**src/rtl/scroll_text_buffer.sv**
```systemverilog
// Message store for the 8-digit 7-seg scanner: appends 6-bit character codes and presents an
// 8-character window that is held static, stepped, or auto-scrolled around a trailing blank gap.
module scroll_text_buffer #(
    parameter int MSG_DEPTH  = 16,
    parameter int SCROLL_DIV = 50000000,
    parameter int GAP        = 2,
    parameter int LEN_W      = $clog2(MSG_DEPTH + 1)
) (
    input  logic             clk,
    input  logic             rst,
    input  logic             clr,
    input  logic             wr_en,
    input  logic [5:0]       wr_char,
    input  logic             scroll_en,
    input  logic             step,
    output logic [5:0]       x7_out,
    output logic [5:0]       x6_out,
    output logic [5:0]       x5_out,
    output logic [5:0]       x4_out,
    output logic [5:0]       x3_out,
    output logic [5:0]       x2_out,
    output logic [5:0]       x1_out,
    output logic [5:0]       x0_out,
    output logic [LEN_W-1:0] len,
    output logic             full,
    output logic             ovf
);
    localparam int PW = $clog2(MSG_DEPTH + GAP + 1);
    localparam int DW = $clog2(SCROLL_DIV);
    localparam logic [5:0] BLANK = 6'd63;

    logic [5:0]       msg_q [MSG_DEPTH];
    logic [5:0]       msg_d [MSG_DEPTH];
    logic [LEN_W-1:0] len_q, len_d;
    logic [PW-1:0]    pos_q, pos_d;
    logic [DW-1:0]    div_q, div_d;
    logic             ovf_q, ovf_d;

    logic [PW-1:0]    stream_len;
    logic             tick, advance;
    logic [PW-1:0]    idx;
    logic [5:0]       win [8];

    always_comb begin
        msg_d      = msg_q;
        len_d      = len_q;
        pos_d      = pos_q;
        div_d      = div_q;
        ovf_d      = 1'b0;
        full       = (len_q == LEN_W'(MSG_DEPTH));
        stream_len = PW'(len_q) + PW'(GAP);
        tick       = scroll_en && (len_q != '0) && (div_q == DW'(SCROLL_DIV - 1));
        advance    = (len_q != '0) && (tick || (!scroll_en && step));
        if (clr) begin
            len_d = '0;
            pos_d = '0;
            div_d = '0;
        end else begin
            if (scroll_en && (len_q != '0))
                div_d = tick ? '0 : DW'(div_q + 1'b1);
            else
                div_d = '0;
            // Wrap uses the pre-write stream length even if a write lands this edge.
            if (advance)
                pos_d = (PW'(pos_q + 1'b1) == stream_len) ? '0 : PW'(pos_q + 1'b1);
            if (wr_en) begin
                if (full) begin
                    ovf_d = 1'b1;
                end else begin
                    for (int j = 0; j < MSG_DEPTH; j++)
                        if (LEN_W'(j) == len_q)
                            msg_d[j] = (wr_char > 6'd35) ? BLANK : wr_char;
                    len_d = LEN_W'(len_q + 1'b1);
                end
            end
        end
    end

    always_ff @(posedge clk or posedge rst) begin
        if (rst) begin
            for (int j = 0; j < MSG_DEPTH; j++) msg_q[j] <= BLANK;
            len_q <= '0;
            pos_q <= '0;
            div_q <= '0;
            ovf_q <= 1'b0;
        end else begin
            msg_q <= msg_d;
            len_q <= len_d;
            pos_q <= pos_d;
            div_q <= div_d;
            ovf_q <= ovf_d;
        end
    end

    // Walk the virtual stream from pos, wrapping at L; entries past len read as blank.
    always_comb begin
        idx = pos_q;
        for (int i = 0; i < 8; i++) begin
            win[i] = BLANK;
            for (int j = 0; j < MSG_DEPTH; j++)
                if ((PW'(j) == idx) && (idx < PW'(len_q)))
                    win[i] = msg_q[j];
            idx = (PW'(idx + 1'b1) == stream_len) ? '0 : PW'(idx + 1'b1);
        end
    end

    assign x7_out = win[0];
    assign x6_out = win[1];
    assign x5_out = win[2];
    assign x4_out = win[3];
    assign x3_out = win[4];
    assign x2_out = win[5];
    assign x1_out = win[6];
    assign x0_out = win[7];
    assign len    = len_q;
    assign ovf    = ovf_q;

endmodule

```
**config.mk**
```make
export PLATFORM = sky130hd
export DESIGN_NAME = scroll_text_buffer
export DESIGN_NICKNAME = d
export VERILOG_FILES = /design/src/rtl/scroll_text_buffer.sv
export SDC_FILE = /design/constraint.sdc
export NUM_CORES = 1
export LEC_CHECK = 0
export CAP_MARGIN = 20
export CORE_ASPECT_RATIO = 0.9
export CORE_UTILIZATION = 45
export DETAILED_ROUTE_END_ITERATION = 7
export PLACE_DENSITY = 0.67
export SKIP_LAST_GASP = 1
export SYNTH_ARGS = -nofsm -noshare
export SYNTH_HDL_FRONTEND = slang
export SYNTH_SLANG_ARGS = --single-unit
```
**constraint.sdc**
```tcl
create_clock -name clk -period 19.6 [get_ports clk]
set_input_delay 1.96 -clock clk [delete_from_list [all_inputs] [get_ports clk]]
set_output_delay 1.96 -clock clk [all_outputs]
set_load 0.05 [all_outputs]
```
# Word level (Yosys, flattened, before mapping)
# Index checks and enable logic that the tools add are counted.
[word_totals]
regBits = 133
inputBits = 12
out_inout_bits = 55
elab_cells = 496
[op_classes]
addsub = 10
n_lt_le_gt_ge = 9
n_eq_ne = 145
n_mux = 147
n_bitwise = 2
reduce_logical = 163
[ops]
columns = ["op", "n"]
rows = [
  ["$mux W6", 129],
  ["$eq A4 B5 Y1 const A", 72],
  ["$eq A3 B5 Y1 const A", 36],
  ["$logic_and A1 B1 Y1", 132],
  ["$eq A2 B5 Y1 const A", 18],
  ["$mux W26", 3],
  ["$reduce_and A4 Y1", 16],
  ["$mux W5", 12],
  ["$eq A1 B5 Y1 const A", 9],
  ["$logic_not A5 Y1", 9],
  ["$add A5 B1 Y5 const B", 8],
  ["$lt A5 B5 Y1", 8],
  ["$eq A5 B5 Y1", 7],
  ["$add A26 B1 Y26 const B", 1],
  ["$eq A26 B26 Y1 const B", 1],
  ["$gt A6 B6 Y1 const B", 1],
  ["$add A5 B2 Y5 const B", 1],
  ["$eq A5 B5 Y1 const B", 1],
  ["$reduce_bool A5 Y1", 1],
  ["$reduce_bool A2 Y1", 2],
  ["$mux W1", 3],
  ["$ne A2 B2 Y1 const B", 1],
  ["$not A1 Y1", 2],
  ["$reduce_and A2 Y1", 1],
  ["other kinds (2)", 2],
]

# Longest topological paths before layout
[logic_depth]
word_depth = 39
depth_mapped = 80
mapped_depth_nobuf = 74

# Least setup slack after synthesis
# OpenSTA, ideal clock, no wires.
[synth_path]
path_kind = "register -> output"
from = "reg len_q[2], in the netlist len[2]"
to = "out x0_out[3]"
arrival_ns = 18.047
required_time_ns = 17.640
setup_slack_ns = -0.407
stages_incl_launch_ff = 79
path_buffers = 9
cell_sequence = "dfrtp_1 ha_1 xor3_1 nor3_1 and2_1 clkbuf_1 a21oi_1 ha_1 inv_1 nor2_1 ha_1 xnor3_1 nor3_1 nand2_1 mux2i_2 and2_1 or2_2 clkbuf_1 (+43 left out) xnor2_1 nand2b_1 nor3_1 o21ai_0 nor3_1 nor3_1 ha_1 nand2_1 a21oi_1 a221oi_1 a211o_1 a2111oi_2 buf_4 nor2_2 buf_2 nand2_1 a32oi_1 o31ai_1"
[synth_via]
elab_chain_len = 39
word_cells_on_any_way = 70
cone_classes = "7 x add/sub; 1 x order compare; 22 x eq/ne; 23 x mux; 17 x reduce/logical"
[synth_lines]
columns = ["element", "line", "rtl"]
rows = [
  ["start: declaration", "34", "logic [LEN_W-1:0] len_q, len_d;"],
  ["start signal: assignment", "88", "len_q <= len_d;"],
  ["$add A5 B2 Y5", "51", "stream_len = PW'(len_q) + PW'(GAP);"],
  ["$eq A5 B5 Y1", "103", "idx = (PW'(idx + 1'b1) == stream_len) ? '0 : PW'(idx + 1'b1);"],
  ["$mux W5", "103", ""],
  ["$add A5 B1 Y5", "103", ""],
  ["$eq A5 B5 Y1", "103", ""],
  ["$mux W5", "103", ""],
  ["$add A5 B1 Y5", "103", ""],
  ["$eq A5 B5 Y1", "103", ""],
  ["(+9 left out)", "--", ""],
  ["$mux W5", "103", ""],
  ["$add A5 B1 Y5", "103", ""],
  ["$eq A5 B5 Y1", "103", ""],
  ["$mux W5", "103", ""],
  ["$lt A5 B5 Y1 or $logic_not A5 Y1 (tied branches)", "101", "if ((PW'(j) == idx) && (idx < PW'(len_q)))"],
  ["$logic_and A1 B1 Y1", "101", ""],
  ["$mux W6 (15 in a row)", "101", ""],
  ["$mux W6 *", "101", ""],
  ["end: declaration", "23", "output logic [5:0] x0_out,"],
]
# Mark *: on every way between the ends. The rest lies on a longest branch, timed or not.

# Worst setup path in the final report
[layout_path]
from = "reg pos_q[0]"
to = "out x0_out[4]"
[layout_via]
elab_chain_len = 39
word_cells_on_any_way = 70
cone_classes = "7 x add/sub; 1 x order compare; 22 x eq/ne; 23 x mux; 17 x reduce/logical"
[layout_lines]
columns = ["element", "line", "rtl"]
rows = [
  ["start: declaration", "35", "logic [PW-1:0] pos_q, pos_d;"],
  ["start signal: assignment", "89", "pos_q <= pos_d;"],
  ["$add A5 B1 Y5 *", "103", ""],
  ["$eq A5 B5 Y1", "103", ""],
  ["$mux W5 *", "103", ""],
  ["$add A5 B1 Y5 *", "103", ""],
  ["$eq A5 B5 Y1", "103", ""],
  ["$mux W5 *", "103", ""],
  ["$add A5 B1 Y5 *", "103", ""],
  ["$eq A5 B5 Y1", "103", ""],
  ["(+9 left out)", "--", ""],
  ["$mux W5 *", "103", ""],
  ["$add A5 B1 Y5 *", "103", ""],
  ["$eq A5 B5 Y1", "103", ""],
  ["$mux W5 *", "103", ""],
  ["$lt A5 B5 Y1 or $logic_not A5 Y1 (tied branches)", "101", ""],
  ["$logic_and A1 B1 Y1", "101", ""],
  ["$mux W6 (15 in a row)", "101", ""],
  ["$mux W6 *", "101", ""],
]
# Marked as above.

==> flow_metrics.env <==
export IMPL_grt_pass1_wl_um=107000
export IMPL_hold_viol=0
export IMPL_drtIter0Drc=2703
export IMPL_seqCellArea_um2=3450
export IMPL_drc=4
export IMPL_maxCapViolations=0
export IMPL_nets=2350
export IMPL_die_area_um2=37100
export IMPL_crit_top_cell="ha_1"
export IMPL_synth_cells=2338
export IMPL_yosysSeqAreaShare_pct=21.1
export IMPL_die_x_um=203
export IMPL_critPathBufInv=12
export IMPL_die_h_um=183
export IMPL_via_count=19100
export IMPL_cp_arrival_ps=16860
export IMPL_crit_type="register to output pin"
export IMPL_outcome="finished, violations left"
export IMPL_io_pin_count=67
export IMPL_place_hpwl_um=55300
export IMPL_drive_above_1_share_pct=13.9
export IMPL_syn2layout_area_growth_pct=11.5
export IMPL_worstMarginPinSlew_ps=1140
export IMPL_fillers=3529
export IMPL_cp_top_family="simple AND/OR/NAND/NOR gates"
export IMPL_viasPerCell=6.93
export IMPL_avgSynthCellArea_um2=7.00
export IMPL_relSlewSlack_pct=21.8
export IMPL_period_needed_ps=18820
export IMPL_max_stage_delay_ps=470
export IMPL_start_kind="register"
export IMPL_yosys_warnings=0
export IMPL_insertion_delay_ps=420
export IMPL_grt_remaining_overflow=0
export IMPL_grt_total_usage_pct=37.8
export IMPL_required_ps=17640
export IMPL_hold_class="register to register"
export IMPL_clockBufferDepth=2
export IMPL_drt_wl_total_um=71000
export IMPL_post_route_util_pct=51.5
export IMPL_avgRoutedWirePerCell_um=25.8
export IMPL_whs_ps=489
export IMPL_first_pass_iters=8
export IMPL_path_clk_slew_ps=60
export IMPL_cts_tree="done"
export IMPL_coreArea_um2=35500
export IMPL_synth_ff_type="dfstp_2"
export IMPL_grt_pass1_vias=17900
export IMPL_period_share_pct=96.0
export IMPL_yosysUniqueCellTypes=99
export IMPL_end_kind="output pin"
export IMPL_cts_made_buffers=17
export IMPL_cts_htree_levels=4
export IMPL_async_flop_share_pct=100
export IMPL_io_buffer_count=66
export IMPL_layout_commonest_cell="nand2_1"
export IMPL_violations="DRC"
export IMPL_grt_max_degree=71
export IMPL_final_cell_mix="315 x nand2_1, 275 x nor2_1, 208 x o21ai_0, 126 x a21oi_1, 96 x dfstp_2"
export IMPL_skew_ps=10.4
export IMPL_netlist_area_um2=16400
export IMPL_finalWeightedCongestion=1.03
export IMPL_synth_ff_latch_count=133
export IMPL_antenna_cells=0
export IMPL_synth_edf_count=0
export IMPL_clock_fmax_mhz=53.1
export IMPL_multi_input_area_um2=12200
export IMPL_drv_slew=0
export IMPL_crit_slowest_cell="dfrtp_2"
export IMPL_row_count=65
export IMPL_clockRootBuffer="clkbuf_16"
export IMPL_antenna_found_initial=1
export IMPL_path_max_fanout=21
export IMPL_drtAntennaViolNets=0
export IMPL_setup_viol=0
export IMPL_initial_core_util_pct=46.2
export IMPL_cts_sinks=133
export IMPL_synth_nets=2414
[metrics by stage]
| stage | area (um2) | std cells | setup WS [ps] | TNS (ps) |
|---|---|---|---|---|
| floorplan | 16400 | 2338 | 8.98 | 0 |
| global placement | 17200 | 2705 | -169 | -372 |
| detailed placement | 17200 | 2706 | -1020 | -5270 |
| CTS | 17900 | 2739 | 83.8 | 0 |
| global route | 18200 | 2756 | -198 | -1070 |
| finish | 18200 | 2756 | 775 | 0 |
[flip-flops by register name (all words and copies together), names as in the netlist]
| name | count |
|---|---|
| ovf | 1 |
| msg_q | 96 |
| len | 5 |
| pos_q | 5 |
| div_q | 26 |
[cell usage after synthesis, types with 30 or more instances]
library cell,n,area share [%]
a211oi_1,38,1.7
a21oi_1,126,3.9
and2_1,37,1.4
and3_1,30,1.1
buf_1,31,0.71
clkbuf_1,157,3.6
dfrtp_1,37,5.7
dfstp_2,96,15
ha_1,64,4.9
inv_1,69,1.6
mux2_2,35,2.4
mux2i_1,32,2.0
nand2_1,316,7.2
nand3_1,85,2.6
nor2_1,280,6.4
nor3_1,64,2.0
o211ai_1,39,1.8
o21ai_0,208,6.4
o221ai_1,36,1.9
o22ai_1,90,3.4
[cell families after synthesis]
kind of cell               share of synthesized area, %
and+or+nand+nor                                    26.9
muxes                                              4.68
buffers and inverters                              6.37
adders and majority gates                          5.14
DFF                                                21.1
AOI/OAI and AO/OA                                  32.6
xor gates and xnor gates                           3.32
[area by class of cell]
| class | count | area share (%) |
|---|---|---|
| clock inverters | 13 | 0.768 |
| inverters | 76 | 1.59 |
| well taps | 469 | 3.22 |
| clock buffers | 19 | 2.54 |
| flip-flops and latches | 133 | 18.9 |
| repair buffers | 114 | 6.37 |
| multi-input cells | 1932 | 66.6 |
[path summary, 6_finish.rpt]
check,end,start,slack [ps],cells after the start
worst min register to register,div_q[0]$_DFF_PP0_,div_q[0]$_DFF_PP0_,490,1
worst max-delay path,x0_out[4],pos_q[0]$_DFFE_PP0P_,780,80
worst min-delay path,div_q[0]$_DFF_PP0_,div_q[0]$_DFF_PP0_,490,1
worst max register to register,pos_q[3]$_DFFE_PP0P_,div_q[0]$_DFF_PP0_,16800,9
min in group asynchronous,msg_q[26]$_DFFE_PP1P_,rst,2460,2
max in group asynchronous,pos_q[0]$_DFFE_PP0P_,rst,16200,3
[per-layer routing]
layer,vias up,routed length (um),track usage [%],part of all wire [%]
li1,8505,-,-,-
met1,9052,28300,50.4,40
met2,1303,31200,59.1,44
met3,230,7810,5.65,11
met4,2,3680,19.5,5.2
met5,-,10,0,0.014
[timing repair]
| item | in CTS | in global routing |
|---|---|---|
| gates cloned | 0 | 1 |
| hold buffers | 0 | 0 |
| endpoints found under the setup margin | 9 | 12 |
| pin swaps | 1 | 7 |
| setup buffers | 1 | 13 |
| hold endpoints to repair | 0 | 0 |
| gates resized for setup | 14 | 45 |
[worst register-to-register path: stages, from the launching register on]
cell and delay [ps]:
dfrtp_1 380, ha_1 200, nand3_1 130, nor2_1 290, nand2_1 120, nor4_1 460
mux2i_1 150, a21oi_1 600, mux2i_1 280, nor2_1 60
Power is not shown: default switching activity piles up to over one toggle a cycle in this logic, so the estimate is an artifact.
